[config.mk]
export PLATFORM = sky130hd
export DESIGN_NAME = i2s_mem_arbiter
export DESIGN_NICKNAME = d
export VERILOG_FILES = /design/src/rtl/i2s_mem_arbiter.sv
export SDC_FILE = /design/constraint.sdc
export NUM_CORES = 1
export LEC_CHECK = 0
export BUFFER_PORTS_ARGS = -buffer_cell sky130_fd_sc_hd__buf_2
export CORE_MARGIN = 2
export CORE_UTILIZATION = 25
export CTS_CLUSTER_SIZE = 20
export DETAILED_ROUTE_END_ITERATION = 12
export GPL_TIMING_DRIVEN = 0
export HOLD_SLACK_MARGIN = 0.15
export PLACE_DENSITY_LB_ADDON = 0.08
export SKIP_CTS_REPAIR_TIMING = 1
export SLEW_MARGIN = 20
export SYNTH_ARGS = -nofsm -noshare
export SYNTH_HDL_FRONTEND = slang
export SYNTH_SLANG_ARGS = --single-unit
[constraint.sdc]
create_clock -name clk_i -period 2.2 [get_ports clk_i]
set_input_delay 0.11 -clock clk_i [delete_from_list [all_inputs] [get_ports clk_i]]
set_output_delay 0.11 -clock clk_i [all_outputs]
set_load 0.01 [all_outputs]
[src/rtl/i2s_mem_arbiter.sv]
// Shares the I2S core's single memory request/data port between two requesters.
// One transfer at a time, with a per-transfer stall timeout and an idle cycle between transfers.
module i2s_mem_arbiter #(
  parameter int TIMEOUT = 1024
) (
  input  logic        clk_i,
  input  logic        rst_ni,
  input  logic        rr_enable_i,
  input  logic        ch0_request_i,
  input  logic        ch1_request_i,
  input  logic [23:0] ch0_size_i,
  input  logic [23:0] ch1_size_i,
  output logic        ch0_finished_o,
  output logic        ch1_finished_o,
  output logic [31:0] ch0_data_o,
  output logic [31:0] ch1_data_o,
  output logic        ch0_strobe_o,
  output logic        ch1_strobe_o,
  output logic        request_data_o,
  output logic [23:0] request_size_o,
  input  logic        request_finished_i,
  input  logic [31:0] memory_data_i,
  input  logic        memory_data_strobe_i,
  output logic [1:0]  grant_o,
  output logic [23:0] word_count_o,
  output logic        timeout_error_o
);

  localparam int CW = (TIMEOUT > 2) ? $clog2(TIMEOUT) : 1;
  localparam logic [CW-1:0] TMO_LAST = CW'(TIMEOUT - 1);

  typedef enum logic [1:0] {IDLE, GRANT, XFER, RELEASE} state_t;

  state_t      state_q;
  logic        last_q;          // 1 = ch1 owned the previous transfer
  logic [1:0]  grant_q;
  logic        request_data_q;
  logic [23:0] request_size_q;
  logic [23:0] word_count_q;
  logic [23:0] word_count_d;
  logic [CW-1:0] tmo_q;
  logic        ch0_finished_q, ch1_finished_q;
  logic        ch0_strobe_q, ch1_strobe_q;
  logic [31:0] ch0_data_q, ch1_data_q;
  logic        timeout_error_q;
  logic        pick_ch1_d;

  always_comb begin
    pick_ch1_d = ~ch0_request_i;
    if (rr_enable_i && ch0_request_i && ch1_request_i) begin
      pick_ch1_d = ~last_q;
    end
    word_count_d = (word_count_q == 24'hFF_FFFF) ? word_count_q : word_count_q + 24'd1;
  end

  always_ff @(posedge clk_i or negedge rst_ni) begin
    if (!rst_ni) begin
      state_q         <= IDLE;
      last_q          <= 1'b1;
      grant_q         <= 2'b00;
      request_data_q  <= 1'b0;
      request_size_q  <= 24'd0;
      word_count_q    <= 24'd0;
      tmo_q           <= '0;
      ch0_finished_q  <= 1'b0;
      ch1_finished_q  <= 1'b0;
      ch0_strobe_q    <= 1'b0;
      ch1_strobe_q    <= 1'b0;
      ch0_data_q      <= 32'd0;
      ch1_data_q      <= 32'd0;
      timeout_error_q <= 1'b0;
    end else begin
      ch0_finished_q  <= 1'b0;
      ch1_finished_q  <= 1'b0;
      ch0_strobe_q    <= 1'b0;
      ch1_strobe_q    <= 1'b0;
      timeout_error_q <= 1'b0;
      case (state_q)
        IDLE: begin
          if (ch0_request_i || ch1_request_i) begin
            grant_q        <= pick_ch1_d ? 2'b10 : 2'b01;
            request_size_q <= pick_ch1_d ? ch1_size_i : ch0_size_i;
            word_count_q   <= 24'd0;
            tmo_q          <= '0;
            state_q        <= GRANT;
          end
        end
        GRANT: begin
          if (request_size_q == 24'd0) begin
            ch0_finished_q <= grant_q[0];
            ch1_finished_q <= grant_q[1];
            state_q        <= RELEASE;
          end else begin
            request_data_q <= 1'b1;
            state_q        <= XFER;
          end
        end
        XFER: begin
          if (memory_data_strobe_i) begin
            word_count_q <= word_count_d;
            tmo_q        <= '0;
            if (grant_q[1]) begin
              ch1_strobe_q <= 1'b1;
              ch1_data_q   <= memory_data_i;
            end else begin
              ch0_strobe_q <= 1'b1;
              ch0_data_q   <= memory_data_i;
            end
          end
          // A word arriving with the completion is still delivered above.
          if (request_finished_i) begin
            request_data_q <= 1'b0;
            ch0_finished_q <= grant_q[0];
            ch1_finished_q <= grant_q[1];
            state_q        <= RELEASE;
          end else if (!memory_data_strobe_i) begin
            if (tmo_q == TMO_LAST) begin
              request_data_q  <= 1'b0;
              ch0_finished_q  <= grant_q[0];
              ch1_finished_q  <= grant_q[1];
              timeout_error_q <= 1'b1;
              state_q         <= RELEASE;
            end else begin
              tmo_q <= tmo_q + 1'b1;
            end
          end
        end
        RELEASE: begin
          grant_q <= 2'b00;
          last_q  <= grant_q[1];
          state_q <= IDLE;
        end
        default: state_q <= IDLE;
      endcase
    end
  end

  assign ch0_finished_o  = ch0_finished_q;
  assign ch1_finished_o  = ch1_finished_q;
  assign ch0_data_o      = ch0_data_q;
  assign ch1_data_o      = ch1_data_q;
  assign ch0_strobe_o    = ch0_strobe_q;
  assign ch1_strobe_o    = ch1_strobe_q;
  assign request_data_o  = request_data_q;
  assign request_size_o  = request_size_q;
  assign grant_o         = grant_q;
  assign word_count_o    = word_count_q;
  assign timeout_error_o = timeout_error_q;

endmodule

# Word level (Yosys, flattened, before mapping)
# Index checks and enable logic that the tools add are counted.
# classes
n_addsub	2
n_eq_ne	11
n_mux	46
n_bitwise	3
reduce_logical	16
# ops
cell	n
24-bit 2-to-1 mux	4
10-bit 2-to-1 mux	5
24-bit one-hot mux with 2 select lines	1
24-bit by 1-bit adder with 24-bit output, second input constant	1
24-bit equality test, second input constant	1
24-bit logical NOT	1
1-bit 2-to-1 mux	24
10-bit one-hot mux with 2 select lines	1
2-bit 2-to-1 mux	6
10-bit by 1-bit adder with 10-bit output, second input constant	1
10-bit equality test, second input constant	1
3-bit AND reduction	3
2-bit != test, second input constant	4
2-bit one-hot mux with 4 select lines	1
4-bit AND reduction	2
3-bit != test, second input constant	2
1-bit one-hot mux with 2 select lines	3
2-bit AND reduction	3
2-bit nonzero test	3
2-bit equality test, second input constant	2
2-bit one-hot mux with 2 select lines	1
1-bit inverter	3
2-bit by 1-bit equality test with 1-bit output, second input constant	1
1-bit logical AND	2
2 further kinds	2
# word_totals
ff_bits	133
in_bits	87
out_inout_bits	120
word_cells	92

# Depth between registers and ports, before layout
# logic_depth
depth_word	6
ltp_mapped	9
depth_no_buf	7

# Worst setup path before layout
# No wires, ideal clock.
# synth_path
path_kind	reg2reg
start	reg state_q[0]
end	reg word_count_q[11], in the netlist word_count_o[11]
setup_time_ns	0.078
arrival_ns	2.219
t_required_ns	2.122
setup_slack_ns	-0.097
path_stages_with_launch	9
n_path_buf	1
synth_period_minus_slack_ns	2.297
path_cell_list	dfrtp_1 -> inv_1 -> ha_1 -> clkbuf_2 -> or3b_2 -> nand2b_4 -> or4_1 -> or4_1 -> a21oi_1
# synth_between
elab_chain_len	3
elab_cells_between_ends	8
cone_classes	4 x eq/ne; 1 x mux; 3 x reduce/logical
# synth_lines
element	line	rtl
start, declared	34	state_t state_q;
start signal, assigned	58	state_q <= IDLE;
start signal, assigned	85	state_q <= GRANT;
start signal, assigned	92	state_q <= RELEASE;
2-bit equality test or 2-bit logical NOT (tied branches)	78	case (state_q)
2-bit != test (no source line) or 2-bit nonzero test (tied branches)	--	
4-bit AND reduction (no source line)	--	
end signal, assigned	100	word_count_q <= word_count_d;
end, declared	39	logic [23:0] word_count_q;
# Several ways; a longest one is shown, not always the timed one.
# A chain may end at the register's enable or synchronous reset.

# Worst setup path in the final report
# layout_path
start	reg state_q[1]
end	reg word_count_q[11], in the netlist word_count_o[11]
# The elaborated chain is that of the path after synthesis.

==> metrics.csv <==
stage;metric;value;unit
detailed_routing;drt first pass iters;5;
sta;min Tclk post-route;2.31;ns
setup_path;Required @ worst endpoint;2.55;ns
detailed_routing;vias per cell;4.56;
clocking;number of clock sinks;133;
detailed_routing;final wirelength;18800;microns
detailed_routing;DRC;0;
placed_design;worst slack, placed;-0.510;ns
layout;layout cells sized above 1;0.373;
die;num ports;207;
setup_path;crit path max fanout;8;
die;Placeable Area;0.0233;sq mm
detailed_routing;drt wl/cell;15.4;microns
grt;antenna violations before repair;0;
die;total die area;0.0247;sq mm
setup_path;Worst Setup End Kind;flip-flop;
die;Initial Util;0.252;
grt;GRT Overall Usage;0.147;
run_status;status;complete, but fails checks;
power_and_ir_drop;VDD IR max;0.446;mV
run;Max Cap Viol;0;
sta;RSZ-0062 raised after global routing;true;
clocking;htree depth;4;
clocking;Clk Latency, worst-skew pair;0.42;ns
synth;share of synthesized flip-flops with an asynchronous set or reset;1.00;
clocking;total CTS buffers;17;
grt;number of global-route vias before repair;5203;
grt;first-pass GRT wire length;28100;microns
grt;Overflow after GRT;0;
setup_path;Worst setup SP type;flip-flop;
power_and_ir_drop;Lkg Pwr;4.56;nW
grt;largest net degree at the start of global routing;93;
clocking;TritonCTS clock tree;yes;
layout;Seq. cell area;0.00333;sq mm
sta;fmax;0.434;GHz
synth;post-synth net total;656;
synth;synth warn;0;
synth;EDFF count, synth;0;
sta;fin crit share;1.05;
layout;Antenna Cells;0;
clocking;clk buf depth;2;
sta;max-slew violations;0;
layout;Final nets;981;
sta;final hold violations;0;
detailed_routing;ANT nets after route;0;
sta;clk_skew;0.0134;ns
placed_design;routability congestion estimate;0.770;
layout;area grow syn2layout;55.2;%
placed_design;port bufs;206;
synth;syn avg cell area;10.4;sq um
placed_design;post-DP HPWL;13100;microns
layout;Multi-input gate area;0.00254;sq mm
layout;Fill cells;2377;
sta;final setup fails;1;
sta;Slew @ Worst Pin;0.625;ns
sta;Slew headroom;0.582;
die;Core Rows;56;
die;die height;157;microns
synth;most used flip-flop cell after synthesis;dfrtp_1;
setup_path;Setup CP Type;flip-flop to flip-flop;
run_status;failing checks;negative setup slack;
sta;Final WS setup;-0.106;ns
detailed_routing;DR vias;5558;
worst_hold_path;class of the worst hold path;primary input to async pin;
die;Die Wd;157;microns
synth;Synth Register Bits;133;
synth;sequential share of the synthesized area;0.567;
setup_path;crit path DAT;2.65;ns
power_and_ir_drop;power per cell area;1170;mW/mm^2
clocking;Reg clk slew, reported paths;0.07;ns
synth;Gate Count Post-Synth;563;
detailed_routing;1st-iter DRT viols;229;
clocking;clk root buf;clkbuf_16;
synth;Synth Cell Area;0.00587;sq mm
synth;Distinct cells, synth;49;
sta;Hold WS;0.176;ns
[Yosys cell counts, types with 2 or more instances]
library cell	count	area [sq um]
nand3_1	22	110
a31oi_1	4	25.0
clkbuf_1	18	67.6
ha_1	6	75.1
nor2b_1	3	18.8
a21oi_1	10	50.1
nand2b_1	2	12.5
nand2_1	126	473
mux2_2	33	372
a222oi_1	24	240
a211oi_1	4	30.0
buf_1	3	11.3
nor3_1	6	30.0
dfrtp_1	132	3300
and4_1	5	43.8
xor2_1	9	78.8
nor2_1	25	93.8
nor4_1	8	50.1
o21ai_0	13	65.1
a31o_2	2	17.5
a22o_1	3	26.3
a21o_1	2	15.0
or3_1	7	43.8
nor4b_1	2	17.5
and2_1	3	18.8
or4_1	7	52.6
o31ai_1	2	15.0
inv_1	36	135
o211ai_1	3	22.5
a41o_1	2	20.0
nand4_1	13	81.3
xnor2_1	5	43.8
and3_1	7	43.8
[worst max-delay path, stage by stage (launching register included)]
cell and delay (ns):
dfrtp_1 0.43, inv_2 0.08, ha_4 0.19, or3b_4 0.27, nand2b_4 0.08, or4_4 0.52, or4_1 0.51, a21oi_1 0.15
[registers in the layout, indices dropped and copies added (netlist names), 2 cells and up]
name            flops
state_q             2
request_size_o     24
ch0_data_o         32
grant_o             2
ch1_data_o         32
tmo_q              10
word_count_o       24
[worst paths after layout]
| kind | from | slack (ns) | depth (start not counted) | end |
|---|---|---|---|---|
| max | state_q[1] | -0.11 | 7 | word_count_o[11] |
| min | rst_ni | 0.18 | 2 | tmo_q[0] |
| max reg2reg | state_q[1] | -0.11 | 7 | word_count_o[11] |
| min reg2reg | ch0_data_o[1] | 0.47 | 2 | ch0_data_o[1] |
| max in group asynchronous | rst_ni | 1.18 | 3 | ch0_data_o[19] |
| min in group clk_i | ch0_request_i | 0.21 | 5 | grant_o[1] |
[kinds of logic after synthesis]
group,Yosys count,share of synthesized area
AND/OR/NAND/NOR,243,0.197
multiplexers,35,0.0674
buffers and inverters,58,0.0373
AO/OA/AOI/OAI,74,0.0966
XOR/XNOR,14,0.0209
adder cells (fa/ha/maj),6,0.0128
flip-flops,133,0.567
[cells in the final DEF, fill, tap and decap left out, drive strengths merged, types with 2 or more instances in the layout]
cell type	n
buf	225
dfrtp	132
nand2	126
dlygate4sd3	83
inv	46
clkbuf	37
mux2	33
nor2	25
a222oi	24
nand3	22
o21ai	14
nand4	13
a21oi	10
xor2	9
nor4	8
and3	7
or3	7
or4	7
nor3	6
ha	6
and4	5
xnor2	5
a31oi	4
a211oi	4
and2	3
nor2b	3
o211ai	3
a22o	3
nand2b	3
o31ai	2
a41o	2
a21o	2
clkinvlp	2
nor4b	2
mux2i	2
a31o	2
clkinv	2
[report_power, final]
part / switching [mW] / internal [mW] / leakage (nW)
registers: 0.572 / 3.31 / 1.72
logic: 2.16 / 1.78 / 2.56
clock network: 1.23 / 1.61 / 0.283
total: 3.97 / 6.69 / 4.56
[per-stage QoR]
stage,instance area (sq um),TNS [ns],total power [mW],cells,util
after floorplan,5880,-0.0365,5.85,563,-
after global placement,7310,-151.44,7.42,1088,0.314
after detailed placement,7350,-24.50,7.50,1089,0.316
after CTS,7930,-24.51,10.4,1121,0.341
after global routing,9110,-0.578,11.4,1220,0.391
final,9110,-0.106,10.7,1220,0.391
[routing by layer]
| layer | wire (microns) | track usage |
|---|---|---|
| met1 | 8010 | 0.184 |
| met2 | 9340 | 0.241 |
| met3 | 1050 | 0.0416 |
| met4 | 444 | 0.0550 |
| met5 | 0 | 0 |
[cell type report]
type,instances,share of cell area
Clock buffer,17,0.0467
Clock inverter,15,0.0174
Multi-Input combinational cell,372,0.279
Tap cell,319,0.0438
Sequential cell,133,0.366
Buffer,21,0.00962
Inverter,36,0.0148
Timing Repair Buffer,307,0.223
Note: power is estimated with default switching activity, not from simulation.
